[src/rtl/udp_framer.sv]
// Wraps a 32-bit payload stream into an Ethernet/IPv4/UDP frame with a fixed
// 42-byte header, so every payload word straddles two output words.
module udp_framer #(
  parameter logic [47:0] SRC_MAC  = 48'h02_00_00_00_00_01,
  parameter logic [47:0] DST_MAC  = 48'hFF_FF_FF_FF_FF_FF,
  parameter logic [31:0] SRC_IP   = 32'hC0A8_0001,
  parameter logic [31:0] DST_IP   = 32'hC0A8_0002,
  parameter logic [15:0] SRC_PORT = 16'h04D2,
  parameter logic [15:0] DST_PORT = 16'h04D2,
  parameter logic [7:0]  TTL      = 8'h40
) (
  input  logic        clk,
  input  logic        rst,
  input  logic [15:0] meta_len,
  input  logic        meta_valid,
  output logic        meta_ready,
  input  logic [31:0] s_axis_tdata,
  input  logic        s_axis_tvalid,
  input  logic        s_axis_tlast,
  output logic        s_axis_tready,
  output logic [31:0] m_axis_tdata,
  output logic [3:0]  m_axis_tkeep,
  output logic        m_axis_tvalid,
  output logic        m_axis_tlast,
  input  logic        m_axis_tready,
  output logic        len_err,
  output logic [2:0]  fsm_state
);

  // Every channel transfers on a rising edge where valid && ready; a source
  // never withdraws or alters valid data until that transfer happens.

  typedef enum logic [2:0] {
    S_IDLE, S_CSUM, S_HDR, S_PAY, S_PAD, S_TAIL, S_DISCARD
  } state_t;

  state_t state, state_nx;

  logic [15:0]  len_q, id_q, ip_id, csum_q, resid;
  logic [8:0]   n_q, pay_cnt;
  logic [3:0]   hdr_idx;
  logic         disc_q;
  logic [319:0] hdr_vec;
  logic [15:0]  ip_len, udp_len;
  logic [19:0]  csum_sum;
  logic [16:0]  csum_f1;
  logic [15:0]  csum_f2, csum_calc;
  logic         load_en, meta_fire, s_fire, len_ok, pay_last, err_now;
  logic         emit, emit_last;
  logic [31:0]  emit_word;
  logic [3:0]   emit_keep;

  function automatic logic [15:0] be16(input logic [15:0] v);
    return {v[7:0], v[15:8]};
  endfunction

  function automatic logic [31:0] be32(input logic [31:0] v);
    return {v[7:0], v[15:8], v[23:16], v[31:24]};
  endfunction

  assign load_en   = !m_axis_tvalid || m_axis_tready;
  assign meta_fire = meta_valid && meta_ready;
  assign s_fire    = s_axis_tvalid && s_axis_tready;
  assign len_ok    = (meta_len[1:0] == 2'b00) && (meta_len >= 16'd4) && (meta_len <= 16'd1472);
  assign pay_last  = (pay_cnt == n_q - 9'd1);
  assign err_now   = (state == S_IDLE && meta_fire && !len_ok) ||
                     (state == S_PAY && s_fire && (s_axis_tlast != pay_last));
  assign fsm_state = state;

  assign ip_len  = len_q + 16'd28;
  assign udp_len = len_q + 16'd8;

  // Header checksum over the ten IPv4 header halfwords, checksum field as zero.
  assign csum_sum  = 20'h04500 + 20'(ip_len) + 20'(id_q) + 20'h04000 + 20'({TTL, 8'h11}) +
                     20'(SRC_IP[31:16]) + 20'(SRC_IP[15:0]) +
                     20'(DST_IP[31:16]) + 20'(DST_IP[15:0]);
  assign csum_f1   = 17'(csum_sum[15:0]) + 17'(csum_sum[19:16]);
  assign csum_f2   = csum_f1[15:0] + 16'(csum_f1[16]);
  assign csum_calc = ~csum_f2;

  // Header bytes 0..39, frame byte n at bits [8n+7:8n]; bytes 40-41 come from resid.
  always_comb begin
    hdr_vec = '0;
    for (int i = 0; i < 6; i++) begin
      hdr_vec[8*i +: 8]     = DST_MAC[8*(5-i) +: 8];
      hdr_vec[8*(i+6) +: 8] = SRC_MAC[8*(5-i) +: 8];
    end
    hdr_vec[8*12 +: 16] = be16(16'h0800);
    hdr_vec[8*14 +: 16] = be16(16'h4500);
    hdr_vec[8*16 +: 16] = be16(ip_len);
    hdr_vec[8*18 +: 16] = be16(id_q);
    hdr_vec[8*20 +: 16] = be16(16'h4000);
    hdr_vec[8*22 +: 16] = be16({TTL, 8'h11});
    hdr_vec[8*24 +: 16] = be16(csum_q);
    hdr_vec[8*26 +: 32] = be32(SRC_IP);
    hdr_vec[8*30 +: 32] = be32(DST_IP);
    hdr_vec[8*34 +: 16] = be16(SRC_PORT);
    hdr_vec[8*36 +: 16] = be16(DST_PORT);
    hdr_vec[8*38 +: 16] = be16(udp_len);
  end

  always_ff @(posedge clk) begin
    if (rst) state <= S_IDLE;
    else     state <= state_nx;
  end

  always_comb begin
    state_nx = state;
    case (state)
      S_IDLE:    if (meta_fire) state_nx = len_ok ? S_CSUM : S_DISCARD;
      S_CSUM:    if (load_en) state_nx = S_HDR;
      S_HDR:     if (load_en && hdr_idx == 4'd9) state_nx = S_PAY;
      S_PAY: begin
        if (s_fire) begin
          if (pay_last)          state_nx = S_TAIL;
          else if (s_axis_tlast) state_nx = S_PAD;
        end
      end
      S_PAD:     if (load_en && pay_last) state_nx = S_TAIL;
      S_TAIL:    if (load_en) state_nx = disc_q ? S_DISCARD : S_IDLE;
      S_DISCARD: if (s_axis_tvalid && s_axis_tlast) state_nx = S_IDLE;
      default:   state_nx = S_IDLE;
    endcase
  end

  always_comb begin
    meta_ready    = 1'b0;
    s_axis_tready = 1'b0;
    emit          = 1'b0;
    emit_word     = '0;
    emit_keep     = 4'hF;
    emit_last     = 1'b0;
    if (!rst) begin
      meta_ready    = (state == S_IDLE);
      s_axis_tready = (state == S_PAY && load_en) || (state == S_DISCARD);
    end
    case (state)
      S_CSUM, S_HDR: begin
        emit      = load_en;
        emit_word = hdr_vec[32*hdr_idx +: 32];
      end
      S_PAY: begin
        emit      = s_fire;
        emit_word = {s_axis_tdata[15:0], resid};
      end
      S_PAD: begin
        emit      = load_en;
        emit_word = {16'h0000, resid};
      end
      S_TAIL: begin
        emit      = load_en;
        emit_word = {16'h0000, resid};
        emit_keep = 4'b0011;
        emit_last = 1'b1;
      end
      default: ;
    endcase
  end

  always_ff @(posedge clk) begin
    if (rst) begin
      m_axis_tdata  <= '0;
      m_axis_tkeep  <= '0;
      m_axis_tvalid <= 1'b0;
      m_axis_tlast  <= 1'b0;
      len_err       <= 1'b0;
      ip_id         <= '0;
      id_q          <= '0;
      len_q         <= '0;
      n_q           <= '0;
      csum_q        <= '0;
      resid         <= '0;
      hdr_idx       <= '0;
      pay_cnt       <= '0;
      disc_q        <= 1'b0;
    end else begin
      len_err <= err_now;
      if (meta_fire && len_ok) begin
        len_q   <= meta_len;
        n_q     <= meta_len[10:2];
        id_q    <= ip_id;
        ip_id   <= ip_id + 16'd1;
        hdr_idx <= '0;
        pay_cnt <= '0;
        resid   <= '0;
        disc_q  <= 1'b0;
      end
      if (state == S_CSUM) csum_q <= csum_calc;
      if (emit) begin
        m_axis_tdata  <= emit_word;
        m_axis_tkeep  <= emit_keep;
        m_axis_tlast  <= emit_last;
        m_axis_tvalid <= 1'b1;
      end else if (m_axis_tready) begin
        m_axis_tvalid <= 1'b0;
      end
      if (emit && (state == S_CSUM || state == S_HDR)) hdr_idx <= hdr_idx + 4'd1;
      if (state == S_PAY && s_fire) begin
        resid   <= s_axis_tdata[31:16];
        pay_cnt <= pay_cnt + 9'd1;
        if (pay_last && !s_axis_tlast) disc_q <= 1'b1;
      end
      if (state == S_PAD && emit) begin
        resid   <= '0;
        pay_cnt <= pay_cnt + 9'd1;
      end
    end
  end

endmodule

[config.mk]
export PLATFORM = sky130hd
export DESIGN_NAME = udp_framer
export DESIGN_NICKNAME = d
export VERILOG_FILES = /design/src/rtl/udp_framer.sv
export SDC_FILE = /design/constraint.sdc
export NUM_CORES = 1
export LEC_CHECK = 0
export CAP_MARGIN = 20
export CORE_MARGIN = 4
export CORE_UTILIZATION = 45
export CTS_CLUSTER_DIAMETER = 200
export DETAILED_ROUTE_END_ITERATION = 12
export DONT_BUFFER_PORTS = 1
export PLACE_DENSITY_LB_ADDON = 0.25
export SYNTH_ARGS = -nofsm -noshare
export SYNTH_HDL_FRONTEND = slang
export SYNTH_SLANG_ARGS = --single-unit
[constraint.sdc]
create_clock -name clk -period 9.2 [get_ports clk]
set_input_delay 0.92 -clock clk [delete_from_list [all_inputs] [get_ports clk]]
set_output_delay 0.92 -clock clk [all_outputs]
set_load 0.01 [all_outputs]
==> summary.md <==
| Metric | Value |
|---|---|
| Status | complete, no violations |
| R2R Setup Slk | 1.76 ns |
| FP Rows | 49 |
| Die Footprint | 21100 sq um |
| DRC Markers | 0 |
| # Post-CTS Setup Buffers | 0 |
| Diode count | 0 |
| Busiest grt layer | met2 |
| Yosys reg bits | 134 |
| Met2 Use GR | 0.351 |
| Final GP Congestion | 0.944 |
| Die height | 145 microns |
| PD cells | 228 nW/um^2 |
| Crit. End Element | flop |
| CTS tree | yes |
| Nets | 1157 |
| Synth async-reset ratio | 0 |
| Worst Tran Pin Value | 1.00 ns |
| Seq/Total Area, Yosys | 0.317 |
| CORE AREA | 18300 sq um |
| Setup violations, final | 0 |
| Sw Share | 0.366 |
| Max VDD drop | 0.222 mV |
| CP max FO | 8 |
| Synth Cell Area | 8480 sq um |
| CP delay by family, top | simple AND/OR/NAND/NOR gates |
| Reg power frac | 0.373 |
| RSZ-0062 raised after global routing | false |
| DR vias/cell | 5.96 |
| Worst EP arrival | 7.76 ns |
| Initial core utilization | 0.464 |
| Fraction of layout cells with a size suffix above 1 | 0.0582 |
| Max incr delay on CP | 0.50 ns |
| Hold Buf Count CTS | 0 |
| Slew Limit Fails | 0 |
| Die Wd | 145 microns |
| Prevailing post-synth register cell | dfxtp_1 |
| Part of the power in combinational logic | 0.272 |
| Largest cells by area after synthesis | dfxtp_1, ha_1, nand2_1 |
| Worst setup SP type | flop |
| Clock Skew | 0.00419 ns |
| All-Layer GR Usage | 0.225 |
| Area Overhead vs Synth | 8.34% |
| Layout fillers | 1821 |
| Crit path top cell by count | ha_1 |
| H-tree levels | 4 |
| Drt first pass iters | 5 |
| P_leak | 3.41 nW |
| Avg Cell Area, Syn | 7.73 sq um |
| First-pass GRT wire length | 39.0 mm |
| Final hold vios | 0 |
| Final period utilization | 0.809 |
| Routed wire per std cell | 18.6 microns |
| Post-Route WL | 24.1 mm |
| Post-synth EDFFs | 0 |
| Synth top area share | 0.317 |
| Critical path buffer and inverter count | 1 |
| Vias | 7719 |
| Initial antenna violation count | 0 |
| Largest area contributor in the netlist | dfxtp_1 |
| Clk network pwr share | 0.355 |
| GR met3 Demand/Resource | 0.0496 |
| HPWL Detailed | 18.1 mm |
| GR Layer Usage met1 | 0.323 |
| Synthesized Nets | 1201 |
| CTS buffer count | 17 |
| Starting DRT DRC Count | 735 |
| Sw power | 767 uW |
| Slew HR | 0.332 |
| Post-layout utilization of the core | 0.503 |
| Required time of the worst setup path | 9.52 ns |
| Worst min path class | reg -> reg |
| Vias in the first global route | 7128 |
| Post-synth cell types | 73 |
| Cts repair resizes | 0 |
| Num ports | 98 |
| Mapped Cells | 1097 |
| IO buf count | 0 |
| Fmax | 134 MHz |
| Largest net degree at the start of global routing | 115 |
| Power Internal | 1.33 mW |
| Critical-path top delay cell | or4_1 |
| Final min period | 7.44 ns |
| Max cap viols | 0 |
| Ys Warns | 0 |
| Worst-path clk slew | 0.06 ns |
| Sink Count | 134 |
| WS Path Type | reg -> reg |
| Setup Total Neg Slack | 0 ns |
| Global route overflow | 0 |
| Clock Path Buffers | 2 |
| Post-DRT Antenna Nets | 0 |
| Skew-Pair Late Insertion Delay | 0.42 ns |
| Root Buffer | clkbuf_16 |
==> logic make-up after synthesis <==
kind of cell             after synthesis  synth area share
XOR/XNOR                              79            0.0850
multiplexers                           5           0.00620
AO/OA/AOI/OAI                        294             0.229
adder cells (fa/ha/maj)               51            0.0768
AND/OR/NAND/NOR                      422             0.235
buffers and inverters                112            0.0512
flip-flops                           134             0.317
==> worst min-delay path, cell delays in order, from the launching register on <==
cell and delay, ns:
dfxtp_1 0.31, nand2_1 0.05, a21oi_1 0.05
==> layout by cell type, fill, tap and decap left out, types with 5 or more instances in the layout <==
| cell type | instances |
|---|---|
| nand2b_1 | 11 |
| inv_6 | 5 |
| clkbuf_16 | 17 |
| nor2_1 | 125 |
| xnor2_1 | 31 |
| dfxtp_1 | 134 |
| a311oi_1 | 7 |
| a211oi_1 | 45 |
| a21oi_1 | 93 |
| a22oi_1 | 32 |
| and3_1 | 15 |
| inv_1 | 43 |
| and2_1 | 15 |
| nand3_1 | 44 |
| nor3_1 | 14 |
| or4_1 | 8 |
| a222oi_1 | 7 |
| nand3b_1 | 8 |
| ha_1 | 48 |
| nand2_1 | 133 |
| a21o_1 | 7 |
| xor2_1 | 45 |
| o211ai_1 | 7 |
| nor2b_1 | 11 |
| nand4_1 | 10 |
| o21ai_0 | 51 |
| o31ai_1 | 5 |
==> synth_stat cells (all sizes together), types with 4 or more instances <==
cell type and instances:
nand2b 11, nand3b 8, o31ai 5, a21o 7
nor4 6, or2 4, dfxtp 134, nor3 15
o211ai 8, a31oi 4, a222oi 7, o22ai 4
a22oi 32, and3 15, inv 43, buf 9
a21oi 94, a311oi 7, o21ai 52, xor2 45
nor2b 11, nand4 12, clkbuf 59, a211oi 45
nor2 127, nand2 133, xnor2 33, or4 9
ha 48, and2 15, nand3 45
==> state kept, by name, summed over array words and instances, names as in the netlist <==
| name | count |
|---|---|
| hdr_idx | 4 |
| len_q | 16 |
| resid | 16 |
| fsm_state | 3 |
| disc_q | 1 |
| pay_cnt | 9 |
| id_q | 16 |
| ip_id | 16 |
| m_axis_tvalid | 1 |
| m_axis_tdata | 32 |
| m_axis_tlast | 1 |
| m_axis_tkeep | 2 |
| len_err | 1 |
| csum_q | 16 |
==> power groups by stage <==
stage               registers [mW]  logic [mW]  clock network (mW)
floorplan                    0.742       0.483                   0
global placement             0.796       0.554                   0
detailed placement           0.797       0.565                   0
CTS                          0.784       0.566               0.756
global route                 0.794       0.645               0.782
finish                       0.782       0.571               0.744
==> area by class of cell <==
cell class	instances	area, sq um	share of cell area
Timing Repair Buffer	5	41.3	0.00450
Inverter	44	165	0.0180
Clock inverter	15	215	0.0234
Multi-Input combinational cell	851	5370	0.584
Sequential cell	134	2680	0.292
Tap cell	229	287	0.0312
Clock buffer	17	425	0.0463
==> metrics by stage <==
step                area (sq um)  power (mW)  hold slack, ns  std cells  setup slack (ns)
floorplan                   8480        1.23           0.432       1097              2.66
global placement            8530        1.35           0.436       1262              2.15
detailed placement          8540        1.36           0.440       1263              1.85
CTS                         9180        2.11           0.450       1295              1.81
global route                9180        2.22           0.473       1295             0.872
finish                      9180        2.10           0.455       1295              1.76
==> final timing paths <==
check	start	to	depth (start not counted)
min reg2reg	id_q[14]	id_q[14]	2
max	len_q[4]	csum_q[15]	30
min	id_q[14]	id_q[14]	2
max reg2reg	len_q[4]	csum_q[15]	30
==> per-layer routing <==
| metal | routed length (microns) | up-vias |
|---|---|---|
| li1 | - | 3813 |
| met1 | 11200 | 3634 |
| met2 | 10900 | 249 |
| met3 | 1760 | 23 |
| met4 | 277 | 0 |
| met5 | 0 | - |
Note: power is estimated with default switching activity, not from simulation.
